File: src/rtl/operand_fetch_pkg.sv
// Shared sizing defaults and register-file slice helper for the operand fetch stage.
package operand_fetch_pkg;
   localparam int DEFAULT_DW    = 16;
   localparam int DEFAULT_AW    = 4;
   localparam int DEFAULT_NREGS = 2 ** DEFAULT_AW;
   localparam int DEFAULT_OPW   = 4;

   // Bit offset of register idx inside the flattened register-file bus.
   function automatic int rf_offset(input int idx, input int dw);
      return idx * dw;
   endfunction
endpackage

File: src/rtl/operand_fetch_if.sv
// Decoded-instruction input handshake and operand-bundle output handshake.
interface operand_fetch_if
   import operand_fetch_pkg::*;
#(
   parameter int DW  = DEFAULT_DW,
   parameter int AW  = DEFAULT_AW,
   parameter int OPW = DEFAULT_OPW
);
   logic           in_valid;
   logic           in_ready;
   logic [OPW-1:0] in_op;
   logic [AW-1:0]  in_src_a;
   logic [AW-1:0]  in_src_b;
   logic [AW-1:0]  in_dst;
   logic           in_wr_dst;
   logic           in_use_imm;
   logic [DW-1:0]  in_imm;

   logic           out_valid;
   logic           out_ready;
   logic [OPW-1:0] out_op;
   logic [AW-1:0]  out_dst;
   logic           out_wr_dst;
   logic [DW-1:0]  out_a;
   logic [DW-1:0]  out_b;

   modport master (
      output in_valid, in_op, in_src_a, in_src_b, in_dst, in_wr_dst, in_use_imm, in_imm,
      output out_ready,
      input  in_ready,
      input  out_valid, out_op, out_dst, out_wr_dst, out_a, out_b
   );

   modport slave (
      input  in_valid, in_op, in_src_a, in_src_b, in_dst, in_wr_dst, in_use_imm, in_imm,
      input  out_ready,
      output in_ready,
      output out_valid, out_op, out_dst, out_wr_dst, out_a, out_b
   );
endinterface

File: src/rtl/operand_bypass_mux.sv
// Reads one register from the flattened file, bypassing same-cycle writeback data.
module operand_bypass_mux
   import operand_fetch_pkg::*;
#(
   parameter int DW = DEFAULT_DW,
   parameter int AW = DEFAULT_AW
) (
   input  logic [(2**AW)*DW-1:0] i_rf_flat,
   input  logic                  i_wb_write,
   input  logic [AW-1:0]         i_wb_select,
   input  logic [DW-1:0]         i_wb_data,
   input  logic [AW-1:0]         i_sel,
   output logic [DW-1:0]         o_data,
   output logic                  o_wb_hit
);
   localparam int NREGS = 2 ** AW;

   logic [DW-1:0] w_regs [NREGS];

   for (genvar gi = 0; gi < NREGS; gi++) begin : g_unpack
      assign w_regs[gi] = i_rf_flat[rf_offset(gi, DW) +: DW];
   end

   always_comb begin
      o_wb_hit = i_wb_write && (i_wb_select == i_sel);
      o_data   = o_wb_hit ? i_wb_data : w_regs[i_sel];
   end
endmodule

File: src/rtl/operand_fetch.sv
// Operand fetch stage: bypassed register reads, RAW scoreboard stall, registered bundle.
module operand_fetch
   import operand_fetch_pkg::*;
#(
   parameter int DW  = DEFAULT_DW,
   parameter int AW  = DEFAULT_AW,
   parameter int OPW = DEFAULT_OPW
) (
   input  logic                  clk,
   input  logic                  reset,
   input  logic [(2**AW)*DW-1:0] rf_flat,
   input  logic                  wb_write,
   input  logic [AW-1:0]         wb_select,
   input  logic [DW-1:0]         wb_data,
   operand_fetch_if.slave        bus,
   output logic [15:0]           stall_cycles
);
   localparam int NREGS = 2 ** AW;

   logic [DW-1:0]    w_a_raw;
   logic [DW-1:0]    w_b_raw;
   logic [DW-1:0]    w_b_sel;
   logic             w_hit_a;
   logic             w_hit_b;
   logic             w_hz_a;
   logic             w_hz_b;
   logic             w_hazard;
   logic             w_ready;
   logic             w_accept;

   logic [NREGS-1:0] r_pending;
   logic             r_out_valid;
   logic [OPW-1:0]   r_out_op;
   logic [AW-1:0]    r_out_dst;
   logic             r_out_wr_dst;
   logic [DW-1:0]    r_out_a;
   logic [DW-1:0]    r_out_b;
   logic [15:0]      r_stall;

   operand_bypass_mux #(.DW(DW), .AW(AW)) u_mux_a (
      .i_rf_flat   (rf_flat),
      .i_wb_write  (wb_write),
      .i_wb_select (wb_select),
      .i_wb_data   (wb_data),
      .i_sel       (bus.in_src_a),
      .o_data      (w_a_raw),
      .o_wb_hit    (w_hit_a)
   );

   operand_bypass_mux #(.DW(DW), .AW(AW)) u_mux_b (
      .i_rf_flat   (rf_flat),
      .i_wb_write  (wb_write),
      .i_wb_select (wb_select),
      .i_wb_data   (wb_data),
      .i_sel       (bus.in_src_b),
      .o_data      (w_b_raw),
      .o_wb_hit    (w_hit_b)
   );

   // A writeback landing this cycle resolves the hazard because its data is bypassed.
   always_comb begin
      w_hz_a   = r_pending[bus.in_src_a] && !w_hit_a;
      w_hz_b   = !bus.in_use_imm && r_pending[bus.in_src_b] && !w_hit_b;
      w_hazard = w_hz_a || w_hz_b;
      w_ready  = (!r_out_valid || bus.out_ready) && !w_hazard;
      w_accept = bus.in_valid && w_ready;
      w_b_sel  = bus.in_use_imm ? bus.in_imm : w_b_raw;
   end

   // Set beats clear on the same index: the accepted instruction is younger than the writeback.
   for (genvar gi = 0; gi < NREGS; gi++) begin : g_pending
      localparam logic [AW-1:0] IDX = AW'(gi);
      always_ff @(posedge clk) begin
         if (reset) begin
            r_pending[gi] <= 1'b0;
         end else if (w_accept && bus.in_wr_dst && (bus.in_dst == IDX)) begin
            r_pending[gi] <= 1'b1;
         end else if (wb_write && (wb_select == IDX)) begin
            r_pending[gi] <= 1'b0;
         end
      end
   end

   always_ff @(posedge clk) begin
      if (reset) begin
         r_out_valid  <= 1'b0;
         r_out_op     <= '0;
         r_out_dst    <= '0;
         r_out_wr_dst <= 1'b0;
         r_out_a      <= '0;
         r_out_b      <= '0;
      end else if (w_accept) begin
         r_out_valid  <= 1'b1;
         r_out_op     <= bus.in_op;
         r_out_dst    <= bus.in_dst;
         r_out_wr_dst <= bus.in_wr_dst;
         r_out_a      <= w_a_raw;
         r_out_b      <= w_b_sel;
      end else if (bus.out_ready) begin
         r_out_valid  <= 1'b0;
      end
   end

   always_ff @(posedge clk) begin
      if (reset) begin
         r_stall <= '0;
      end else if (bus.in_valid && w_hazard && (r_stall != 16'hFFFF)) begin
         r_stall <= r_stall + 16'd1;
      end
   end

   assign bus.in_ready   = w_ready;
   assign bus.out_valid  = r_out_valid;
   assign bus.out_op     = r_out_op;
   assign bus.out_dst    = r_out_dst;
   assign bus.out_wr_dst = r_out_wr_dst;
   assign bus.out_a      = r_out_a;
   assign bus.out_b      = r_out_b;
   assign stall_cycles   = r_stall;
endmodule

File: src/flat_wrapper.sv
// flat-port wrapper written by rule: the top's interface ports become plain ports
module operand_fetch_flat import operand_fetch_pkg::*;
#(
   parameter int DW  = DEFAULT_DW,
   parameter int AW  = DEFAULT_AW,
   parameter int OPW = DEFAULT_OPW
)
  (clk, reset, rf_flat, wb_write, wb_select, wb_data, stall_cycles, bus_in_valid, bus_in_op, bus_in_src_a, bus_in_src_b, bus_in_dst, bus_in_wr_dst, bus_in_use_imm, bus_in_imm, bus_out_ready, bus_in_ready, bus_out_valid, bus_out_op, bus_out_dst, bus_out_wr_dst, bus_out_a, bus_out_b);
  operand_fetch_if #(.DW(DW), .AW(AW), .OPW(OPW)) bus_i ();
  input  logic clk;
  input  logic reset;
  input  logic [(2**AW)*DW-1:0] rf_flat;
  input  logic wb_write;
  input  logic [AW-1:0] wb_select;
  input  logic [DW-1:0] wb_data;
  output logic [15:0] stall_cycles;
  input wire logic [$bits(bus_i.in_valid)-1:0] bus_in_valid;
  input wire logic [$bits(bus_i.in_op)-1:0] bus_in_op;
  input wire logic [$bits(bus_i.in_src_a)-1:0] bus_in_src_a;
  input wire logic [$bits(bus_i.in_src_b)-1:0] bus_in_src_b;
  input wire logic [$bits(bus_i.in_dst)-1:0] bus_in_dst;
  input wire logic [$bits(bus_i.in_wr_dst)-1:0] bus_in_wr_dst;
  input wire logic [$bits(bus_i.in_use_imm)-1:0] bus_in_use_imm;
  input wire logic [$bits(bus_i.in_imm)-1:0] bus_in_imm;
  input wire logic [$bits(bus_i.out_ready)-1:0] bus_out_ready;
  output wire logic [$bits(bus_i.in_ready)-1:0] bus_in_ready;
  output wire logic [$bits(bus_i.out_valid)-1:0] bus_out_valid;
  output wire logic [$bits(bus_i.out_op)-1:0] bus_out_op;
  output wire logic [$bits(bus_i.out_dst)-1:0] bus_out_dst;
  output wire logic [$bits(bus_i.out_wr_dst)-1:0] bus_out_wr_dst;
  output wire logic [$bits(bus_i.out_a)-1:0] bus_out_a;
  output wire logic [$bits(bus_i.out_b)-1:0] bus_out_b;
  assign bus_i.in_valid = bus_in_valid;
  assign bus_i.in_op = bus_in_op;
  assign bus_i.in_src_a = bus_in_src_a;
  assign bus_i.in_src_b = bus_in_src_b;
  assign bus_i.in_dst = bus_in_dst;
  assign bus_i.in_wr_dst = bus_in_wr_dst;
  assign bus_i.in_use_imm = bus_in_use_imm;
  assign bus_i.in_imm = bus_in_imm;
  assign bus_i.out_ready = bus_out_ready;
  assign bus_in_ready = bus_i.in_ready;
  assign bus_out_valid = bus_i.out_valid;
  assign bus_out_op = bus_i.out_op;
  assign bus_out_dst = bus_i.out_dst;
  assign bus_out_wr_dst = bus_i.out_wr_dst;
  assign bus_out_a = bus_i.out_a;
  assign bus_out_b = bus_i.out_b;
  operand_fetch #(.DW(DW), .AW(AW), .OPW(OPW)) u_core (.clk(clk), .reset(reset), .rf_flat(rf_flat), .wb_write(wb_write), .wb_select(wb_select), .wb_data(wb_data), .bus(bus_i), .stall_cycles(stall_cycles));
endmodule
File: config.mk
export PLATFORM = sky130hd
export DESIGN_NAME = operand_fetch_flat
export DESIGN_NICKNAME = d
export VERILOG_FILES = /design/src/rtl/operand_fetch_pkg.sv /design/src/rtl/operand_fetch_if.sv /design/src/rtl/operand_bypass_mux.sv /design/src/rtl/operand_fetch.sv /design/src/flat_wrapper.sv
export SDC_FILE = /design/constraint.sdc
export NUM_CORES = 1
export LEC_CHECK = 0
export BUFFER_PORTS_ARGS = -buffer_cell sky130_fd_sc_hd__buf_4
export CAP_MARGIN = 20
export CORE_MARGIN = 10
export CORE_UTILIZATION = 37
export CTS_CLUSTER_DIAMETER = 80
export DETAILED_ROUTE_END_ITERATION = 10
export HOLD_SLACK_MARGIN = 0.06
export PLACE_DENSITY_LB_ADDON = 0.12
export SYNTH_ARGS = -nofsm -noshare
export SYNTH_HDL_FRONTEND = slang
export SYNTH_HIERARCHICAL = 1
export SYNTH_SLANG_ARGS = --single-unit
export TNS_END_PERCENT = 1
File: constraint.sdc
create_clock -name clk -period 5.65 [get_ports clk]
set_input_delay 1.695 -clock clk [delete_from_list [all_inputs] [get_ports clk]]
set_output_delay 1.695 -clock clk [all_outputs]
set_load 0.01 [all_outputs]
; Yosys cells after proc, flatten, opt, wreduce, memory -nomap -nowiden
; Index checks and enable logic that the tools add are counted.
[totals]
register_bits = 74
inputBits = 315
elab_cells = 178
[classes]
n_addsub = 1
magnitude_cmp = 4
eq_ne = 33
muxes = 47
bitwise_logic = 2
reduce_logical = 68
[ops]
columns = cell, count
row1 = $bmux W16 S4, 2
row2 = $mux W16, 7
row3 = $eq A4 B4 Y1 const B, 16
row4 = $logic_and A1 B1 Y1, 42
row5 = $mux W1, 36
row6 = $reduce_bool A2 Y1, 17
row7 = $eq A4 B3 Y1 const B, 8
row8 = $add A16 B1 Y16 const B, 1
row9 = $eq A4 B2 Y1 const B, 4
row10 = $ne A16 B16 Y1 const B, 1
row11 = $ge A5 B5 Y1 const B, 2
row12 = $lt A4 B5 Y1 const B, 2
row13 = $not A4 Y5, 2
row14 = $bmux W1 S4, 2
row15 = $eq A4 B1 Y1 const B, 2
row16 = $eq A4 B4 Y1, 2
row17 = $logic_not A4 Y1, 2
row18 = $logic_not A1 Y1, 5
row19 = $logic_or A1 B1 Y1, 2

; Longest topological paths before layout
; Gate-level depths: netlist of the first run.
[depth]
word_depth = 11
ltp_mapped = 12
ltp_nobuf = 8

; By module
; The synthesis of the first run kept the hierarchy.
[modules_own_cells]
columns = module, instances, cells_each, area_per_inst_um2
row1 = operand_bypass_mux, 2, 155, 2488.6
row2 = operand_fetch, 1, 410, 3607.2

; Least setup slack after synthesis of the first run
; Ideal clock, no wire load.
[synth_path]
path_kind = input to output
start = input port bus_in_src_b[1]
end = output port bus_in_ready
t_arrival_ns = 3.625
required_time_ns = 3.955
path_slack_ns = 0.330
stages = 11
n_path_buf = 4
path_cell_list = clkbuf_1 > xnor2_1 > nand2_1 > nor4_4 > buf_6 > nor3_1 > o211ai_1 > and4_1 > buf_4 > buf_2 > and2_1
[synth_between]
elab_chain_cells = 7
elab_cells_between_ends = 10
cone_classes = 1 x eq/ne / 2 x mux / 7 x reduce/logical
[synth_lines]
columns = item, line_no
row1 = from (decl), flat_wrapper.sv:20  ; input wire logic [$bits(bus_i.in_src_b)-1:0] bus_in_src_b;
row2 = $eq A4 B4 Y1, operand_bypass_mux.sv:25  ; o_wb_hit = i_wb_write && (i_wb_select == i_sel);
row3 = $logic_and A1 B1 Y1, operand_bypass_mux.sv:25
row4 = named net u_core.w_hit_b, operand_fetch.sv:24  ; logic w_hit_b;
row5 = $logic_not A1 Y1, operand_fetch.sv:63  ; w_hz_b = !bus.in_use_imm && r_pending[bus.in_src_b] && !w_hit_b;
row6 = $logic_and A1 B1 Y1, operand_fetch.sv:63
row7 = $logic_or A1 B1 Y1, operand_fetch.sv:64  ; w_hazard = w_hz_a || w_hz_b;
row8 = $logic_not A1 Y1, operand_fetch.sv:65  ; w_ready = (!r_out_valid || bus.out_ready) && !w_hazard;
row9 = $logic_and A1 B1 Y1, operand_fetch.sv:65
row10 = to (decl), flat_wrapper.sv:26  ; output wire logic [$bits(bus_i.in_ready)-1:0] bus_in_ready;
; The timed path passes the listed nets, and every way through them passes these cells. The select of a mux whose other input is x is not followed.

; Worst setup path in the final report of the first run
[layout_path]
start = input port bus_in_src_a[1]
end = output port bus_in_ready
[layout_between]
elab_chain_cells = 7
elab_cells_between_ends = 9
cone_classes = 1 x eq/ne / 2 x mux / 6 x reduce/logical
[layout_lines]
columns = item, line_no
row1 = from (decl), flat_wrapper.sv:19  ; input wire logic [$bits(bus_i.in_src_a)-1:0] bus_in_src_a;
row2 = branches (longest 3 deep; another with $bmux W1 S4), -
row3 = $logic_and A1 B1 Y1 (*), operand_fetch.sv:62  ; w_hz_a = r_pending[bus.in_src_a] && !w_hit_a;
row4 = $logic_or A1 B1 Y1 (*), operand_fetch.sv:64
row5 = $logic_not A1 Y1 (*), operand_fetch.sv:65
row6 = $logic_and A1 B1 Y1 (*), operand_fetch.sv:65
; Every way passes the cells marked *. The select of a mux whose other input is x is not followed.

==> key figures, run 1 <==
Status
  • Status: finished clean

Timing
  • Fmax achieved: around 200 MHz
  • Worst-Margin Slew: between 0.9 and 1 ns
  • Final critical-path required period: roughly 5.0 ns
  • Unrepaired setup endpoints after global routing: no
  • Final worst path period share: roughly nine tenths
  • Setup TNS: 0 ns
  • Normalized max-slew margin: about two fifths
  • Slew Viols, Final: 0
  • Final Skew: around 0.0086 ns
  • Final setup violation count: 0
  • Final hold violation count: 0

Worst setup path
  • Critical path origin: bus_in_src_a[1]
  • Reg-to-reg slack, setup: 2.89 ns
  • WS Path Type: in -> out
  • Crit path to: bus_in_ready
  • CP Cell Sequence: buf_4 -> buf_4 -> mux2i_1 -> a22oi_1 -> o2111ai_1 -> and4_2 -> and2_1 -> buf_4
  • CP peak stage delay: around 0.33 ns
  • Worst Reg-to-Reg Cells: 6
  • Critical Path RT: 3.95 ns
  • Critical-path top delay cell: buf_4
  • Most frequent CP cell: buf_4
  • WP depth: 8
  • Critical Path End Type: output pin
  • Crit-path leading delay family: buffers and inverters
  • Crit path buffers/inverters: 3
  • FF-to-FF End: u_core/r_pending[5]
  • Max FO, Critical Path: 15
  • Reg-to-Reg Start: u_core/r_pending[7]
  • Critical Path Start Type: primary input
  • Critical Path AT: ~3.4 ns

Yosys
  • Complex-gate fraction of the synthesized area: 9.55%
  • Post-synthesis cell count: between 700 and 800
  • Synth async-reset ratio: 0%
  • Ys flop type: dfxtp_1
  • Adder-cell share of the synthesized area: less than 1%
  • EDFF count, synth: 0
  • Seq/Total Area, Yosys: between 10% and 20%
  • XOR/XNOR Fraction of Synth Area: less than 1%
  • Syn_nets: around 1,000
  • Synth Area per Inst: between 10 and 15 um2
  • Yosys top cell area share: 19.6%
  • Cell area after synthesis: roughly 0.0086 mm2
  • Number of synthesized register bits: 74
  • Yosys warning count: 6
  • Synth area leaders: mux4_1 (20%), mux4_2 (18%), dfxtp_1 (17%)
  • Largest family of logic cells by synthesized area: multiplexers
  • Mux cell area share after synthesis: 57.6%
  • Area leader, netlist: mux4_1
  • Synth unique cells: 45
  • Area share of and/or/nand/nor cells after synthesis: ~8.5%

Global routing
  • All-layer global routing usage: 23.8%
  • Grt ovf: 0
  • Initial antenna violation count: 4
  • Largest net degree at the start of global routing: 69
  • Number of global-route vias before repair: 8,267
  • Global-route wire length before repair: ~53 mm

Detailed routing
  • Vias per std cell: between 5 and 6
  • Wire per inst: about 28 um
  • Iter 0 DRT Violations: 582
  • Total Wirelength: between 30 and 40 mm
  • Pre-antenna DRT Iters: 5
  • # DRC: 0
  • Post-route ant nets: 0
  • Via count: roughly 8,000

Clock tree
  • Setup repair bufs after CTS: 0
  • Root Buffer: clkbuf_16
  • Worst-Skew Late Latency: between 0.3 and 0.4 ns
  • Clock transition at path regs: about 0.06 ns
  • CTS tree: done
  • Clock sinks: 74
  • Inserted Clock Buffers: 9
  • Post-CTS sizing: 0
  • Bufs on Longest Clock Path: 2
  • Cts hold-fix bufs: 0
  • H-tree depth: 3

Worst hold path
  • WHS Path Cells: 2
  • Hold WC Path Type: reg -> reg
  • HP Start: u_core/bus.out_a[3]

Floorplan
  • Die extent in y: between 150 and 200 um
  • Chip Width: ~170 um
  • Core area: about 0.023 mm2
  • Num ports: between 300 and 400
  • Die area: between 0.02 and 0.03 mm2
  • Rows: 55
  • Starting Density: between 30% and 40%

Final layout
  • Layout cells sized above 1: approximately 49%
  • Non-filler cells in the finished layout: between 1,000 and 1,500
  • Area grow syn2layout: 36.0%
  • Layout Nets: roughly 1,400

Power
  • VDD IR max: 0.124 mV
  • Pwr dens: 172 mW/mm2
  • Leakage: 0.00507 uW

Placement
  • Placed insts: about 1,300
  • Global placer's final weighted congestion: approximately 0.9
  • DPL Wire Length: between 30 and 40 mm
  • I/O Buffers: 373

Run
  • Max cap viols: 0
==> worst min path at each step <==
stage / endpoint / slack [ns]
after floorplan: u_core/r_pending[3] / 0.46
after global routing: u_core/bus.out_a[9] / 0.50
after detailed placement: u_core/bus.out_a[3] / 0.47
after global placement: u_core/bus.out_op[1] / 0.46
after CTS: u_core/bus.out_a[3] / 0.48
final: u_core/bus.out_a[3] / 0.48
==> placed cells by master, fill, tap and decap left out, types with 4 or more instances in the layout <==
cell       count
nor4_1         4
a22oi_1        4
mux2_4        18
a21oi_1       48
nand3b_1       5
inv_1          5
o31ai_1       16
dfxtp_1       74
nand3_1       37
mux2_2        22
nor2b_1       10
o211ai_1      16
buf_4        389
nand2_1       15
mux4_1        64
nor3_1         5
o21ai_0       31
a211oi_1      16
clkbuf_16      9
or4_1          6
xor2_1         6
mux4_2        68
nand4_1       10
mux2i_1      121
nor2_1        16
==> tightest hold or removal path: cells and delay by family, from the launching register on <==
kind	cells	cell delay [ns]
flops	1	0.30
compound gates	2	0.12
==> cell usage after synthesis (3+ instances only) <==
| cell type | n |
|---|---|
| o211ai_1 | 16 |
| nand3_1 | 37 |
| nor4_1 | 4 |
| buf_12 | 4 |
| xor2_1 | 6 |
| inv_1 | 5 |
| nand4_1 | 10 |
| nand2b_1 | 3 |
| buf_2 | 26 |
| mux4_2 | 68 |
| a22oi_1 | 4 |
| nor2b_1 | 10 |
| nor3_1 | 5 |
| nor3b_1 | 3 |
| and4_1 | 3 |
| mux4_1 | 64 |
| mux2_4 | 18 |
| o21ai_0 | 31 |
| dfxtp_1 | 74 |
| o31ai_1 | 16 |
| buf_6 | 7 |
| nand3b_1 | 5 |
| mux2_2 | 22 |
| or4_1 | 6 |
| or3_1 | 3 |
| a211oi_1 | 16 |
| mux2i_1 | 121 |
| nor2_1 | 16 |
| buf_4 | 9 |
| nand2_1 | 15 |
| clkbuf_1 | 26 |
| a21oi_1 | 48 |
==> flip-flops by register name (all words and copies together) (netlist names) <==
signal	count
u_core/bus.out_a	16
u_core/bus.out_dst	4
u_core/bus.out_wr_dst	1
u_core/bus.out_valid	1
u_core/stall_cycles	16
u_core/r_pending	16
u_core/bus.out_op	4
u_core/bus.out_b	16
==> metal layers <==
metal  up-vias  GRT usage, %  part of all wire [%]
li1       3680             -                     -
met3        27          7.89                   9.4
met2       351          39.1                    49
met4         4          4.39                   1.1
met1      3949          30.1                    40
met5         -             0                 0.072
==> metrics by stage <==
stage / power [uW] / instance area, um2 / setup slack (ns) / utilization [%] / hold slack [ns]
final: 2010 / 11700 / 0.608 / 51.4 / 0.477
after global routing: 2100 / 11700 / 0.489 / 51.4 / 0.497
after CTS: 2020 / 11700 / 0.611 / 51.4 / 0.476
after detailed placement: 1400 / 11400 / 0.608 / 50.0 / 0.468
after global placement: 1400 / 11400 / 0.640 / 50.0 / 0.463
after floorplan: 1050 / 8580 / 0.330 / - / 0.455
==> where the power goes <==
group | switching [uW] | internal, uW
Sequential | 18.7 | 552
Combinational | 367 | 451
Clock | 230 | 388
==> cell type report <==
type                    count  area, um2
repair buffers            389       2920
clock buffers              10        229
well taps                 285        357
fillers                  2134      11000
flip-flops and latches     74       1480
inverters                   5       18.8
diodes                      2       5.00
multi-input cells         565       6580
clock inverters             6       90.1
==> cells by family after synthesis <==
| family | after synthesis |
|---|---|
| flip-flops | 74 |
| multiplexers | 293 |
| adder cells (fa/ha/maj) | 1 |
| XOR/XNOR | 8 |
| AND/OR/NAND/NOR | 128 |
| buffers and inverters | 81 |
| AO/OA/AOI/OAI | 135 |
Power figures use the tool's default switching activity.
==> inputs of run 2 (changes only) <==
Clock period 5.65 ns to 4.4 ns, I/O delays scaled along.
==> run 2 against run 1 <==
Effect of this change:
- die area is the same
- final cell count grew 0.22%
- wire length shrank 0.39%
- flip-flop and latch count is the same
- sequential power grew 28%
- critical path depth shrank 2
- clock skew grew 0.0024 ns
- worst hold slack lost 0.0017 ns
- non-clock buffer count shrank 2
- utilization grew 0.27 points
==> key figures, run 2 (same netlist as run 1, synthesis figures left out) <==
Clock tree
  • Cts hold-fix bufs: 0
  • Worst-Skew Late Latency: around 0.33 ns
  • Clock transition at path regs: ~0.050 ns
  • Clock sinks: 74
  • H-tree depth: 3
  • CTS tree: done
  • Setup repair bufs after CTS: 0
  • Inserted Clock Buffers: 9
  • Post-CTS sizing: 0
  • Root Buffer: clkbuf_16
  • Bufs on Longest Clock Path: 2

Detailed routing
  • Iter 0 DRT Violations: 583
  • Vias per std cell: about 5.9
  • # DRC: 0
  • Wire per inst: 27.7 um
  • Via count: roughly 8,000
  • Top sig layer: met4
  • DR WL met3: 3.21 mm
  • M1 wire length: ~15 mm
  • Total Wirelength: about 37 mm
  • Met2 WL post-DR: 18.0 mm
  • Post-route ant nets: 0
  • Pre-antenna DRT Iters: 5

Global routing
  • Largest net degree at the start of global routing: 69
  • All-layer global routing usage: 23.7%
  • Grt ovf: 0
  • Global-route wire length before repair: 52.4 mm
  • Initial antenna violation count: 8
  • Number of global-route vias before repair: 8,158

Power
  • Pwr dens: 224 mW/mm2
  • VDD IR max: about 0.16 mV
  • Leakage: 0.00509 uW

Timing
  • Final setup violation count: 0
  • Final critical-path required period: between 4 and 5 ns
  • Final hold violation count: 0
  • Setup TNS: 0 ns
  • Normalized max-slew margin: a little under two fifths
  • Final worst path period share: between 90% and 100%
  • Unrepaired setup endpoints after global routing: no
  • Slew Viols, Final: 0
  • Final Skew: 0.0110 ns
  • Fmax achieved: roughly 240 MHz
  • Worst-Margin Slew: a little over 0.9 ns

Floorplan
  • Rows: 55
  • Chip Width: 172 um
  • Core area: around 0.023 mm2
  • Die area: 0.0297 mm2
  • Starting Density: a little under two fifths
  • Num ports: approximately 370
  • Die extent in y: about 170 um

Final layout
  • Area grow syn2layout: 36.7%
  • Layout cells sized above 1: 49.6%
  • Layout Nets: approximately 1,400
  • Leading cell type in the layout, fill and taps excluded: buf_4
  • Commonest cells after routing, fill and taps aside: buf_4 (385), mux2i_1 (121), dfxtp_1 (74)
  • Final Core Density: between 50% and 60%

Worst setup path
  • Critical Path AT: between 2 and 3 ns
  • WS Path Type: in -> out
  • Max FO, Critical Path: 8
  • Critical Path RT: 3.08 ns
  • Critical Path Start Type: primary input
  • Critical Path End Type: output pin

Worst hold path
  • Hold WC Path Type: reg -> reg

Placement
  • I/O Buffers: 373
  • Global placer's final weighted congestion: around 0.9
  • DPL Wire Length: between 30 and 40 mm

Run
  • Max cap viols: 0

Status
  • Status: finished clean
## run 2: path summary, 6_finish.rpt
kind / slack (ns) / to / cells after the start / startpoint
min reg2reg: 0.48 / u_core/bus.out_a[6] / 2 / u_core/bus.out_a[6]
max reg2reg: 1.66 / u_core/r_pending[9] / 6 / u_core/r_pending[9]
max: 0.18 / bus_in_ready / 6 / bus_in_src_a[1]
min: 0.48 / u_core/bus.out_a[6] / 2 / u_core/bus.out_a[6]
## run 2: cell type report
| cell class | count | area (um2) |
|---|---|---|
| diodes | 8 | 20.0 |
| repair buffers | 387 | 2930 |
| well taps | 285 | 357 |
| inverters | 5 | 18.8 |
| clock buffers | 10 | 229 |
| multi-input cells | 565 | 6600 |
| flip-flops and latches | 74 | 1480 |
| fillers | 2123 | 11000 |
| clock inverters | 5 | 104 |
## run 2: routing by layer
layer  global-route usage (%)  up-vias
li1                         -     3671
met1                     30.1     3908
met2                     38.4      338
met3                     7.14       32
met4                     6.22        0
met5                        0        -
## run 2: worst max-delay path, cell delays in order
cell and delay (ns):
buf_4 0.17, mux4_2 0.51, o2111ai_1 0.27, and4_2 0.36, and2_4 0.16, buf_4 0.11
## run 2: stage by stage
stage	power [uW]	instances	setup slack, ns	cell area (um2)	hold slack [ns]
after floorplan	1360	720	-0.0273	8650	0.455
after global placement	1790	1316	0.227	11400	0.462
after detailed placement	1800	1316	0.210	11400	0.467
after CTS	2640	1331	0.208	11700	0.474
after global routing	2750	1337	0.149	11700	0.498
final	2630	1339	0.178	11700	0.475
## run 2: report_power, final
group / switching [uW] / internal [uW]
clock: 286 / 551
sequential: 23.4 / 709
combinational: 474 / 583
==> inputs of run 3 (changes only) <==
Settings changed: CORE_UTILIZATION 37 to 40.
==> run 3 against run 2 <==
Effect of this change:
- first-iteration DRC count grew 6.7%
- critical endpoint unchanged
- worst hold slack improved by 0.00099 ns
- critical path type unchanged
- largest cell class unchanged
- wire length rose by 0.66%
==> key figures, run 3 (same netlist as run 1, synthesis figures left out) <==
Global routing
  • All-layer global routing usage: between 20% and 30%
  • Number of global-route vias before repair: slightly above 8,000
  • Largest net degree at the start of global routing: 69
  • Grt ovf: 0
  • Global-route wire length before repair: ~54 mm
  • Initial antenna violation count: 9

Timing
  • Slew Viols, Final: 0
  • Final hold violation count: 0
  • Worst-Margin Slew: 0.969 ns
  • Final Skew: 0.0103 ns
  • Fin Hold WS: around 0.48 ns
  • Fmax achieved: about 240 MHz
  • Final critical-path required period: between 4 and 5 ns
  • Setup TNS: 0 ns
  • Unrepaired setup endpoints after global routing: no
  • Final worst path period share: 94.3%
  • Normalized max-slew margin: roughly 35%
  • Final setup violation count: 0

Clock tree
  • Cts hold-fix bufs: 0
  • Root Buffer: clkbuf_16
  • Worst-Skew Late Latency: 0.34 ns
  • CTS tree: done
  • Setup repair bufs after CTS: 0
  • Clock sinks: 74
  • Inserted Clock Buffers: 9
  • Post-CTS sizing: 0
  • Clock transition at path regs: 0.06 ns
  • Bufs on Longest Clock Path: 2
  • H-tree depth: 3

Status
  • Status: finished clean

Final layout
  • Layout Nets: between 1,000 and 1,500
  • Fill count: about 1,900
  • Area grow syn2layout: 36.9%
  • Layout cells sized above 1: 49.7%
  • Commonest cells after routing, fill and taps aside: buf_4 (387), mux2i_1 (121), dfxtp_1 (74)
  • Leading cell type in the layout, fill and taps excluded: buf_4
  • Non-filler cells in the finished layout: ~1,300

Power
  • Total power: between 2000 and 3000 uW
  • Pwr dens: roughly 230 mW/mm2
  • Leakage: just over 0.005 uW
  • VDD IR max: approximately 0.18 mV

Worst hold path
  • HP Start: u_core/bus.out_op[2]
  • WHS Path Cells: 2
  • Hold WC Path Type: reg -> reg

Detailed routing
  • Pre-antenna DRT Iters: 5
  • Via count: just over 8,000
  • Iter 0 DRT Violations: just over 600
  • # DRC: 0
  • Vias per std cell: 6.05
  • Total Wirelength: approximately 37 mm
  • Wire per inst: 28.1 um
  • Post-route ant nets: 0

Worst setup path
  • Critical Path Start Type: primary input
  • Critical path origin: bus_in_src_b[1]
  • Critical Path AT: between 2 and 3 ns
  • Critical Path End Type: output pin
  • Reg-to-Reg Start: u_core/r_pending[15]
  • Critical Path RT: a little over 3 ns
  • Worst Reg-to-Reg Cells: 6
  • WS Path Type: in -> out
  • Max FO, Critical Path: 8

Placement
  • I/O Buffers: between 300 and 400
  • Placed insts: 1,307
  • DPL Wire Length: roughly 30 mm
  • Global placer's final weighted congestion: ~0.94

Floorplan
  • Chip Width: around 170 um
  • Num ports: about 370
  • Starting Density: between 40% and 50%
  • Rows: between 50 and 60
  • Die area: 0.0277 mm2
  • Core area: 0.0211 mm2
  • Die extent in y: 166 um

Run
  • Max cap viols: 0
==> run 3: changes by cell type in the layout (fill, tap and decap cells not counted), sizes merged <==
cell	before	now
buf	387	388
bufinv	3	4
clkinv	2	1
inv	5	6
==> run 3: layout make-up <==
cell class | instances | area (um2) | area share [%]
diodes | 8 | 20.0 | 0.170
clock inverters | 6 | 138 | 1.17
flip-flops and latches | 74 | 1480 | 12.6
multi-input cells | 565 | 6600 | 56.1
inverters | 5 | 18.8 | 0.160
clock buffers | 10 | 229 | 1.95
well taps | 275 | 344 | 2.93
repair buffers | 388 | 2930 | 24.9
==> run 3: worst max-delay path, cell delays in order <==
cell	delay, ns
buf_4	0.19
mux4_2	0.51
o2111ai_1	0.24
and4_2	0.31
and2_4	0.14
buf_4	0.11
==> run 3: through the flow <==
step / util [%] / area [um2] / setup slack (ns)
final: 55.7 / 11800 / 0.250
after CTS: 55.6 / 11700 / 0.258
after detailed placement: 53.9 / 11400 / 0.259
after global routing: 55.7 / 11800 / 0.173
after floorplan: - / 8650 / -0.0273
after global placement: 53.9 / 11400 / 0.264
==> run 3: metal layers <==
metal / vias up / part of all wire, % / track usage (%)
met5: - / 0.035 / 0
met3: 40 / 7.8 / 7.11
met1: 3986 / 41 / 31.9
met4: 2 / 1.8 / 6.57
met2: 348 / 49 / 41.8
li1: 3676 / - / -
==> run 3: path summary, 6_finish.rpt <==
kind	to	slack, ns
min reg2reg	u_core/bus.out_op[2]	0.48
max	bus_in_ready	0.25
max reg2reg	u_core/r_pending[15]	1.63
min	u_core/bus.out_op[2]	0.48
==> run 3: power by group <==
part	switching (uW)	internal, uW	total [uW]	leakage, uW
registers	26.4	709	735	0.000603
clock network	297	615	912	0.000177
logic	470	581	1050	0.00433
